### config.mk
export PLATFORM = sky130hd
export DESIGN_NAME = rs_enc_seq_ctrl
export DESIGN_NICKNAME = d
export VERILOG_FILES = /design/src/rtl/rs_enc_pkg.sv /design/src/rtl/rs_enc_seq_ctrl_acc.sv /design/src/rtl/rs_enc_seq_ctrl.sv
export SDC_FILE = /design/constraint.sdc
export NUM_CORES = 1
export LEC_CHECK = 0
export CORE_MARGIN = 2
export CORE_UTILIZATION = 54
export CTS_BUF_LIST = sky130_fd_sc_hd__clkbuf_16
export CTS_CLUSTER_DIAMETER = 50
export CTS_CLUSTER_SIZE = 40
export DETAILED_ROUTE_END_ITERATION = 16
export PLACE_DENSITY_LB_ADDON = 0.1
export SLEW_MARGIN = 40
export SYNTH_ARGS = -nofsm -noshare
export SYNTH_HDL_FRONTEND = slang
export SYNTH_SLANG_ARGS = --single-unit
export TNS_END_PERCENT = 1
### constraint.sdc
create_clock -name clk_i -period 10.4 [get_ports clk_i]
set_input_delay 2.6 -clock clk_i [delete_from_list [all_inputs] [get_ports clk_i]]
set_output_delay 2.6 -clock clk_i [all_outputs]
set_load 0.01 [all_outputs]
### src/rtl/rs_enc_pkg.sv
// Shared types and constants for the RS(544,522) GF(2^10) encoder sequencer.
package rs_enc_pkg;

    localparam int W      = 10;
    localparam int N_CW   = 544;
    localparam int K_MSG  = 522;
    localparam int R      = 22;
    localparam int IDX_W  = $clog2(K_MSG);
    localparam int PIDX_W = $clog2(R);

    typedef logic [W-1:0]      sym_t;
    typedef logic [IDX_W-1:0]  idx_t;
    typedef logic [PIDX_W-1:0] pidx_t;

    typedef enum logic {
        MSG = 1'b0,
        PAR = 1'b1
    } ctrl_state_e;

endpackage

### src/rtl/rs_enc_seq_ctrl_acc.sv
// rs_parity_acc: R x W parity register bank. A load replaces the bank with the
// incoming product (first symbol of a codeword), an accumulate XORs it in.
// GF(2^10) addition is plain XOR, so there is no carry or width growth.
module rs_parity_acc
    import rs_enc_pkg::*;
(
    input  logic  clk_i,
    input  logic  rst_i,
    input  logic  clr_i,
    input  logic  load_i,
    input  logic  acc_i,
    input  sym_t  vec_v_i [0:R-1],
    input  pidx_t rd_idx_i,
    output sym_t  rd_data_o
);

    sym_t acc_q [0:R-1];

    // Bank update: clear, load on message index 0, otherwise XOR-accumulate.
    always_ff @(posedge clk_i) begin
        if (rst_i || clr_i) begin
            for (int j = 0; j < R; j++) acc_q[j] <= '0;
        end else if (load_i) begin
            for (int j = 0; j < R; j++) acc_q[j] <= vec_v_i[j];
        end else if (acc_i) begin
            for (int j = 0; j < R; j++) acc_q[j] <= acc_q[j] ^ vec_v_i[j];
        end
    end

    assign rd_data_o = (rd_idx_i < pidx_t'(R)) ? acc_q[rd_idx_i] : '0;

endmodule

### src/rtl/rs_enc_seq_ctrl.sv
// rs_enc_seq_ctrl: feeds message symbols and K-ROM row addresses to the
// constant-multiply vector unit, accumulates parity, and emits the systematic
// codeword (522 message symbols, then 22 parity symbols, highest degree first)
// through a single registered output slot.
// Optional build macro RS_ENC_CTRL_ABORT_EN adds abort_i to drop a codeword.
//
// state | meaning
// MSG   | accepting message symbols, forwarding each to the output slot
// PAR   | input stalled, draining acc[R-1] .. acc[0] into the output slot
module rs_enc_seq_ctrl
    import rs_enc_pkg::*;
(
    input  logic       clk_i,
    input  logic       rst_i,
`ifdef RS_ENC_CTRL_ABORT_EN
    input  logic       abort_i,
`endif
    input  logic       in_valid_i,
    output logic       in_ready_o,
    input  logic [W-1:0] in_data_i,
    output logic [IDX_W-1:0] k_addr_o,
    output logic [W-1:0] vec_s_o,
    input  sym_t       vec_v_i [0:R-1],
    output logic       out_valid_o,
    input  logic       out_ready_i,
    output logic [W-1:0] out_data_o,
    output logic       out_sop_o,
    output logic       out_eop_o,
    output logic       out_par_o
);

    ctrl_state_e state_q;
    idx_t        msg_idx_q;
    pidx_t       par_idx_q;
    logic        out_valid_q;
    sym_t        out_data_q;
    logic        out_sop_q;
    logic        out_eop_q;
    logic        out_par_q;

    logic        abort;
    logic        slot_free;
    logic        accept;
    sym_t        par_sym;

`ifdef RS_ENC_CTRL_ABORT_EN
    assign abort = abort_i;
`else
    assign abort = 1'b0;
`endif

    assign slot_free  = !out_valid_q || out_ready_i;
    assign in_ready_o = (state_q == MSG) && slot_free && !abort;
    assign accept     = in_valid_i && in_ready_o;
    assign k_addr_o   = msg_idx_q;
    assign vec_s_o    = in_data_i;

    rs_parity_acc u_acc (
        .clk_i     (clk_i),
        .rst_i     (rst_i),
        .clr_i     (abort),
        .load_i    (accept && (msg_idx_q == '0)),
        .acc_i     (accept),
        .vec_v_i   (vec_v_i),
        .rd_idx_i  (par_idx_q),
        .rd_data_o (par_sym)
    );

    // Sequencer FSM, index counters and the registered output slot.
    always_ff @(posedge clk_i) begin
        if (rst_i) begin
            state_q     <= MSG;
            msg_idx_q   <= '0;
            par_idx_q   <= pidx_t'(R-1);
            out_valid_q <= 1'b0;
            out_data_q  <= '0;
            out_sop_q   <= 1'b0;
            out_eop_q   <= 1'b0;
            out_par_q   <= 1'b0;
        end else if (abort) begin
            state_q     <= MSG;
            msg_idx_q   <= '0;
            par_idx_q   <= pidx_t'(R-1);
            out_valid_q <= 1'b0;
        end else begin
            case (state_q)
                MSG: begin
                    if (accept) begin
                        out_valid_q <= 1'b1;
                        out_data_q  <= in_data_i;
                        out_sop_q   <= (msg_idx_q == '0);
                        out_eop_q   <= 1'b0;
                        out_par_q   <= 1'b0;
                        if (msg_idx_q == idx_t'(K_MSG-1)) begin
                            msg_idx_q <= '0;
                            state_q   <= PAR;
                        end else begin
                            msg_idx_q <= msg_idx_q + idx_t'(1);
                        end
                    end else if (slot_free) begin
                        out_valid_q <= 1'b0;
                    end
                end
                PAR: begin
                    if (slot_free) begin
                        out_valid_q <= 1'b1;
                        out_data_q  <= par_sym;
                        out_sop_q   <= 1'b0;
                        out_eop_q   <= (par_idx_q == '0);
                        out_par_q   <= 1'b1;
                        if (par_idx_q == '0) begin
                            par_idx_q <= pidx_t'(R-1);
                            state_q   <= MSG;
                        end else begin
                            par_idx_q <= par_idx_q - pidx_t'(1);
                        end
                    end
                end
                default: state_q <= MSG;
            endcase
        end
    end

    assign out_valid_o = out_valid_q;
    assign out_data_o  = out_data_q;
    assign out_sop_o   = out_sop_q;
    assign out_eop_o   = out_eop_q;
    assign out_par_o   = out_par_q;

endmodule

[Word-level counts from Yosys, hierarchy flattened]
Memories as Yosys holds them, arrays and structs flattened. A register that Yosys moved wholly into a read port is not among the register bits.
Cells that the tools add are included.
Operators by class
  add/sub/neg operators: 2
  magnitude comparators: 1
  equality and inequality tests: 4
  mux-type cells: 76
  bitwise logic cells: 67
  reduce and logical (&&, ||, !) cells: 11
Operator list (number)
  10-bit 2-to-1 mux: 48
  10-bit XOR: 22
  1-bit bitwise OR: 44
  10-bit one-hot mux with 2 select lines: 1
  1-bit 2-to-1 mux: 19
  5-bit 2-to-1 mux: 3
  10-bit by 1-bit adder with 10-bit output (second input constant): 1
  10-bit == test (second input constant): 1
  10-bit logical NOT: 1
  1-bit one-hot mux with 2 select lines: 5
  2-bit AND reduction: 4
  5-bit logical NOT: 1
  5-bit < comparator (second input constant): 1
  5-bit by 1-bit subtractor with 5-bit output (second input constant): 1
  1-bit logical AND: 3
  3-bit inequality test (second input constant): 1
  2-bit by 1-bit inequality test with 1-bit output (second input constant): 1
  2-bit inequality test (second input constant): 1
  1-bit logical NOT: 1
  1-bit logical OR: 1
  1-bit NOT: 1
Word-level totals
  flip-flop bits (word level): 30
  memory bits (writable): 220
  input bits: 234
  output and inout port bits: 35
  logic and storage cells: 170
  memories kept: 1
Memory list
  u_acc.acc_q: depth 22, bits a word 10, rd ports 23, clocked after Yosys merged registers in 1, write ports 22, line rs_enc_seq_ctrl_acc.sv:17  | sym_t acc_q [0:R-1];

[Logic depth before layout (Yosys ltp)]
Gate-level depths: netlist of run 1.
  word-level depth: 10
  depth in mapped cells: 10
  gate-level depth less buffers: 6

[Cells and area by module]
From an unflattened synthesis of run 1, not the netlist that was laid out.
Unflattened totals
  cell total of the unflattened synthesis: 1531
  area total of the unflattened synthesis: 14267.4 sq um
By module, submodules not included
  rs_parity_acc: times used 1, cells each 1358, area each 12708.4 sq um, seq. area each 6606.3 sq um
  rs_enc_seq_ctrl: times used 1, cells each 173, area each 1559.0 sq um, seq. area each 600.6 sq um

[Worst setup path after synthesis of run 1]
No wires, ideal clock.
  kind: input port to flip-flop
  start: input port out_ready_i
  end: memory u_acc.acc_q[0][0] in the netlist's numbering (enable)
  setup time: 1.735 ns
  arrival: 6.657 ns
  data required time: 8.665 ns
  path slack: 2.008 ns
  stages: 4
  buffers on the path: 1
  cells stage by stage: nand2b_1 buf_2 nand3_1 nand2_1
RTL lines
  from (decl): line rs_enc_seq_ctrl.sv:25  | input logic out_ready_i,
  to (decl): line rs_enc_seq_ctrl_acc.sv:17

[Worst setup path after layout of run 1]
  start: input port out_ready_i
  end: output port in_ready_o
Between the ends
  cells in the longest elaborated chain, start to end: 2
Ends and longest elaborated chain
  1-bit logical OR: line rs_enc_seq_ctrl.sv:52  | assign slot_free = !out_valid_q || out_ready_i;
  1-bit logical AND: line rs_enc_seq_ctrl.sv:53  | assign in_ready_o = (state_q == MSG) && slot_free && !abort;
  to (decl): line rs_enc_seq_ctrl.sv:19  | output logic in_ready_o,
Every way passes these cells.

==> results of run 1 <==
-- worst paths after layout --
path                                                          to  slack (ps)  cells past startpoint
worst max-delay path                                  in_ready_o        3910                      4
worst min register to register            out_par_o$_SDFFE_PP0P_         470                      2
worst min-delay path                      out_par_o$_SDFFE_PP0P_         470                      2
worst max register to register  u_acc.acc_q[18][5]$_SDFFCE_PP0P_        7360                      6
-- tightest hold or removal path, delay by kind of cell, from the launching register on --
family	cells	cell delay [ps]
and+or+nand+nor	1	50
AOI/OAI and AO/OA	1	60
DFF	1	310
-- cells in the final DEF (no fill, tap or decap), drive strengths merged, types with 2 or more instances in the layout --
master,synthesis,final
o211ai,19,19
nand3,20,20
buf,75,19
clkinvlp,0,3
a31oi,180,180
o31ai,46,46
dfxtp,35,35
xor2,2,2
ha,4,4
clkbuf,69,37
inv,230,239
nor2,183,183
a22o,9,9
nor3,3,3
mux2i,21,21
a211oi,29,29
edfxtp,220,220
nor2b,21,21
and3,3,3
mux2,9,9
or3,4,4
o21ai,25,25
bufinv,0,2
nand2,11,11
mux4,40,40
xnor2,180,180
or4,45,45
nand2b,4,4
clkdlybuf4s50,0,268
clkinv,3,15
o21a,9,9
nor4,2,2
nand4,5,5
a21oi,58,58
-- layout make-up --
cell class / instances / area, um2 / area share (%)
Clock buffer: 37 / 926 / 4.74
Clock inverter: 26 / 240 / 1.23
Inverter: 233 / 875 / 4.48
Multi-Input combinational cell: 939 / 6790 / 34.7
Sequential cell: 255 / 7320 / 37.4
Tap cell: 384 / 480 / 2.46
Timing Repair Buffer: 287 / 2910 / 14.9
-- metal layers --
layer / track usage (%) / share of wire [%]
met5: 0 / 0
met4: 7.77 / 2.5
met2: 44.2 / 47
met3: 4.18 / 7.3
met1: 41.9 / 44
-- power groups by stage --
stage	clock, mW	combinational (mW)	sequential [mW]
global route	1.26	0.498	1.26
global placement	0	0.443	1.27
detailed placement	0	0.451	1.27
floorplan	0	0.273	1.27
finish	1.20	0.459	1.25
CTS	1.22	0.454	1.25
-- flip-flops by register name, indices dropped and copies added, names as in the netlist, named ones only --
name         flops
k_addr_o        10
state_q          1
out_eop_o        1
u_acc.acc_q    220
out_sop_o        1
out_data_o      10
out_valid_o      1
par_idx_q        5
out_par_o        1
-- kinds of logic after synthesis --
group                      synth area share, %
muxes                                     7.77
DFF                                       46.8
buffers and inverters                     9.94
adders and majority gates                0.321
AOI/OAI and AO/OA                         15.6
and+or+nand+nor                           9.31
xor gates and xnor gates                  10.2
-- per-stage QoR --
stage | hold WS, ps | std cells | instance area [um2] | total power [mW] | setup WS (ps)
6_report | 466 | 2161 | 19500 | 2.92 | 3910
5_1_grt | 506 | 2161 | 19500 | 3.02 | 3830
4_1_cts | 463 | 2159 | 19500 | 2.92 | 3920
3_5_place_dp | 455 | 2096 | 18300 | 1.72 | 3920
3_3_place_gp | 447 | 2095 | 18300 | 1.71 | 3930
2_1_floorplan | 473 | 1571 | 15600 | 1.54 | 2010
==> impl.org, run 1 <==
** Place
- Routability-driven placement congestion ratio :: 0.864
- Once detailed placement completed, the half-perimeter wirelength came to 28100 um.
- Port Buffers :: 268

** Yosys
- Most common cell in the netlist :: inv_1
- Post-synthesis register bit count :: 255
- Most numerous cell types in the synthesized netlist :: inv_1, edfxtp_1, nor2_1, a31oi_1, xnor2_1
- The biggest area contributor in the post-synthesis netlist is edfxtp_1.
- Avg Cell Area, Syn :: 9.93 um2
- Post-synthesis instance total :: 1571
- Of all flip-flops after synthesis, the portion carrying an async set or reset was 0%.
- Seq/Total Area, Yosys :: 46.8%
- In this run the biggest area consumer among cell types represents 42.4% of the synthesized area.
- Yosys mapped a number of flops with a built-in enable equal to 220.
- Synthesis produced a netlist with a net count of 1809.
- Dominant cells by area after synthesis :: edfxtp_1, xnor2_1, a31oi_1
- For this run, the number of Yosys warnings is 0.
- Count of distinct cell types in the synthesized netlist :: 46
- Flip-flop cell with the highest count after synthesis :: edfxtp_1
- Summing every instance area after synthesis gives 15600 um2.

** Routing
- Detailed router's first-iteration violation count :: 1605
- Dividing the detail-routed via count by the number of cells gives 5.89.
- Number of optimization iterations in the first detailed-route pass :: 5
- Number of antenna-violating nets in the routed design :: 0
- For this run, design rule violations remaining after detail routing come to 0.
- Total routed wirelength :: 43900 um
- After detailed routing, the average wire length per cell comes to 20.3 um.
- Vias :: 12700

** CTS
- After clock tree synthesis, the repair step resized 0 gates.
- In this run, CTS created clock tree buffers numbering 35.
- Buffer cell driving the clock tree root :: clkbuf_16
- Buffers added to address setup during post-CTS repair amount to 0.
- Worst-skew pair later-pin latency :: 520 ps
- TritonCTS clock tree :: yes
- Clock H-tree levels :: 2
- Number of sinks driven by the clock tree :: 255
- Number of hold buffers added after cts :: 0
- Clock-pin slew was measured on the worst setup and hold paths at 60 ps.
- Buffer levels on the longest clock path :: 3

** Die
- In this run the count of I/O pins placed on the die edge is 269.
- Standard-cell row count :: 62
- Once the floorplan was initialized, standard cells occupied 54.6% of the core.
- Measured along the y axis, the die boundary spans 174 um.
- Width of the chip :: 174 um
- Floorplan die area :: 30300 um2
- Area of the core region :: 28500 um2

** STA
- Based on the critical path, the design can be clocked at up to 154 MHz.
- Unrepaired setup endpoints after global routing :: no
- Measured against its own limit, the worst slew margin works out to 42.5%.
- Post-route minimum period :: 6490 ps
- The final critical path takes up 62.4% of the cycle.
- Worst Max-Slew Pin Slew :: 862 ps
- Worst setup skew after layout :: 22.1 ps
- Final sum of negative setup slack :: 0 ps
- Final setup violation count :: 0
- The number of endpoints with negative hold slack in the final report was 0.
- The count of pins over their slew limit is 0.

** Global routing
- Wire length of the first global-routing pass :: 68200 um
- The via count of the first global-routing pass is 12000.
- The number of antenna violations at the first check in global routing is 1.
- Entering global routing, the biggest net connects 181 pins.
- Across every metal layer, demand over resource in global routing totals 28.4%.
- For this run the aggregate overflow at the end of global routing stands at 0.

** Setup path
- Data arrives at the worst endpoint at 3890 ps.
- Together, buffers and inverters on the worst path number 2.
- Most prevalent standard cell on the critical path :: clkdlybuf4s50_1
- Along the worst path, the maximum fanout reaches 5.
- Critical path origin :: out_ready_i
- Cells along the critical path :: clkdlybuf4s50_1 > nor2b_1 > nor2_1 > clkdlybuf4s50_1
- The worst setup path is launched from a primary input.
- Setup crit end kind :: output pin
- In this design, the largest share of critical-path delay is due to buffers and inverters.
- The startpoint identified for the worst register-to-register timing path is k_addr_o[5]$_SDFFE_PP0P_.
- STA puts the critical path data required time at 7800 ps.
- The critical path in this run is classified as primary input to output pin.
- Critical-path top delay cell :: clkdlybuf4s50_1
- The largest single stage delay on the critical path is 490 ps.

** Final layout
- The filler cells instantiated in the layout total 2238.
- Final net count :: 1989
- Of the cells placed in the final design, the portion with a size suffix greater than 1 is 7.77%.
- Inserted Diodes :: 0
- Compared with the post-synthesis result, the final layout area differs by 25.2%.
- Once layout is complete, the utilization of the core stands at 68.4%.

** Power
- Leakage power figure :: 6.75 nW
- Sw frac :: 26.6%
- Clk network pwr share :: 41.3%
- Sequential cells burn 43.0% of the power.
- Worst-case vdd ir drop :: 0.0000949 V
- Power spent charging and discharging nets :: 775 uW
- Combinational logic is responsible for 15.7% of the overall power.
- Power per Cell Area :: 149 nW/um2
- Cell-internal power :: 2.14 mW

** Flow run
- Across the run, the number of max-cap violations was 0.

** Worst hold path
- Type of the worst min-delay path :: flop to flop
- The worst hold path begins at out_par_o$_SDFFE_PP0P_.

** Run status
- The flow ran to the end, and the final reports show no timing, DRC or antenna violations.
(Power assumes the default switching activity.)
==> inputs of run 2 (changes only) <==
CORE_UTILIZATION = 49   (was 54)
clock period = 5.8 ns   (was 10.4 ns; I/O delays follow)
==> impl.org, run 2 (synthesized netlist as in run 1, its figures left out) <==
** Place
- Routability-driven placement congestion ratio :: 0.819 (was 0.864)
- The HPWL reported at the end of detailed placement came to 28700 um (was 28100 um).
- The count of buffers from port buffering is 268 (unchanged).
- The total placed instance area is 18400 um2 (was 18300 um2).

** Setup path
- The count of cells along the worst register-to-register path came to 7 (was 6).
- Critical path origin :: out_ready_i (unchanged)
- The cell with the largest stage delay on the worst path is clkdlybuf4s50_1 (unchanged).
- The endpoint class of the critical path was an output pin (unchanged).
- The arrival time at the worst endpoint came to 2820 ps (was 3890 ps).
- The category of the most critical setup path is primary input to output pin (unchanged).
- Cells along the critical path: clkdlybuf4s50_1 > nor2b_1 > nor2_1 > clkdlybuf4s50_1 (unchanged).
- The startpoint of the worst-slack reg-to-reg timing path is k_addr_o[7]$_SDFFE_PP0P_ (was k_addr_o[5]$_SDFFE_PP0P_).
- Endpoint of the lowest-slack register-to-register path :: u_acc.acc_q[19][9]$_SDFFCE_PP0P_ (was u_acc.acc_q[18][5]$_SDFFCE_PP0P_)
- The startpoint type of the worst setup path is a primary input (unchanged).
- The required time at the endpoint of the critical path came to 4350 ps (was 7800 ps).
- The cell with the most instances on the worst path is clkdlybuf4s50_1 (unchanged).
- Worst-case register-to-register setup slack :: 2810 ps (was 7360 ps)
- The maximum fanout count along the critical path is 5 (unchanged).
- The critical path's largest stage delay was 500 ps (was 490 ps).

** STA
- For the finished layout, the period the worst path requires is 4270 ps.
- Final setup violation count :: 0 (unchanged)
- Count of endpoints failing hold in the final timing report :: 0 (unchanged)
- Portion of the clock cycle consumed by the worst path in the final layout :: 73.5%
- Unrepaired setup endpoints after global routing :: no (unchanged)
- Final sum of negative setup slack :: 0 ps (unchanged)
- Fmax :: 234 MHz
- The worst setup skew after layout was 13.2 ps (was 22.1 ps).
- Slew HR :: 49.1% (was 42.5%)
- The count of pins over their slew limit is 0 (unchanged).
- Worst Max-Slew Pin Slew :: 762 ps (was 862 ps)

** Final layout
- Leading cell types in the layout, fill and taps excluded: clkdlybuf4s50_1, inv_1, edfxtp_1 (unchanged).
- The number of flip-flops under the largest register name is 220 (unchanged).
- The share of final-layout standard cells stronger than drive strength 1 came to 7.76% (was 7.77%).
- The synthesis-to-layout area growth came to 25.7% (was 25.2%).
- Final net count :: 1992 (was 1989)
- The area of all placed cells without fillers was 19600 um2 (was 19500 um2).
- The most common cell after layout, fill and taps aside was clkdlybuf4s50_1 (unchanged).
- Register with the most flip-flops :: u_acc.acc_q (unchanged)

** CTS
- Number of buffers inserted to repair setup after CTS :: 0 (unchanged)
- Clock transition at the registers of the reported paths :: 50 ps (was 60 ps)
- TritonCTS buffer count :: 35 (unchanged)
- The clock sink count was 255 (unchanged).
- PostCTS Resize Cnt :: 0 (unchanged)
- Buffer levels on the longest clock path :: 3 (unchanged)
- The master cell of the clock root buffer was clkbuf_16 (unchanged).
- Worst-skew pair later-pin latency :: 510 ps (was 520 ps)
- The H-tree depth reported by CTS is 2 (unchanged).
- Number of hold buffers added after cts :: 0 (unchanged)
- TritonCTS clock tree :: yes (unchanged)

** Power
- The largest voltage drop on the vdd net was 0.000182 V (was 0.0000949 V).
- The power per cell area was 263 nW/um2 (was 149 nW/um2).
- The static power due to leakage came to 6.76 nW (was 6.75 nW).

** Worst hold path
- Type of the worst min-delay path :: flop to flop (unchanged)
- The startpoint of the most critical hold path was out_par_o$_SDFFE_PP0P_ (unchanged).
- The number of cells on the worst hold path was 2 (unchanged).
- Hold Path End :: out_par_o$_SDFFE_PP0P_ (unchanged)

** Routing
- The via density per instance was 5.82 (was 5.89).
- The overall via count from detail_route is 12700 (about the same).
- Total routed wirelength :: 45200 um (was 43900 um)
- Number of optimization iterations in the first detailed-route pass :: 5 (unchanged)
- Number of antenna-violating nets in the routed design :: 0 (unchanged)
- Final routed DRC violation total :: 0 (unchanged)
- Drt wl/cell :: 20.7 um (was 20.3 um)
- Detailed router's first-iteration violation count :: 1397 (was 1605)

** Run status
- Run status: finished clean (unchanged).

** Flow run
- Number of maximum-capacitance violations :: 0 (unchanged)

** Global routing
- Combined global-route utilization of all metal layers :: 26.8% (was 28.4%)
- Largest net degree at the start of global routing :: 183 (was 181)
- The remaining global-route overflow is 0 (unchanged).
- The via count of the first global-routing pass came to 12100 (was 12000).
- Wire length of the first global-routing pass :: 69900 um (was 68200 um)
- The number of antenna violations at the first check in global routing is 2 (was 1).

** Die
- Width of the chip :: 182 um (was 174 um)
- The row count is 65 (was 62).
- Die height :: 182 um (was 174 um)
- The I/O pin count came to 269 (unchanged).
- Initial cell density of the core :: 49.6% (was 54.6%)
- Area of the core region :: 31500 um2 (was 28500 um2)
- Floorplan die area :: 33300 um2 (was 30300 um2)
[run 2: power by group]
group	switching, mW	internal (mW)
registers	0.0862	2.16
clock network	0.851	1.21
logic	0.424	0.408
total	1.36	3.78
[run 2: per-stage QoR]
step	cells	setup slack (ps)	power (mW)	util [%]	hold slack, ps
after global routing	2181	1470	5.33	62.3	523
after detailed placement	2116	1570	3.10	58.4	471
after global placement	2116	1620	3.09	58.4	455
after CTS	2178	1560	5.16	62.0	477
after floorplan	1571	790	2.75	-	473
final	2183	1530	5.15	62.3	487
[run 2: worst max-delay path by stage]
stage | to | slack (ps)
floorplan | u_acc.acc_q[0][0]$_SDFFCE_PN0P_ | 790
global placement | in_ready_o | 1620
detailed placement | in_ready_o | 1570
CTS | in_ready_o | 1560
global route | in_ready_o | 1470
finish | in_ready_o | 1530
[run 2: final cells by class]
class,instances,area (um2)
Antenna cell,2,5.00
Multi-Input combinational cell,939,6790
Clock buffer,37,926
Timing Repair Buffer,290,3000
Fill cell,2579,11900
Inverter,233,875
Clock inverter,25,191
Sequential cell,255,7320
Tap cell,402,503
[run 2: worst max-delay path: cells and delay by family]
family	cells	cell delay [ps]
buf+inv	2	930
simple gates	2	440
[run 2: metal layers]
metal	wire, um	global-route usage, %	up-vias
li1	-	-	5957
met1	20200	40.3	6129
met2	20100	39.4	538
met3	3540	4.91	73
met4	1350	8.35	0
met5	0	0	-
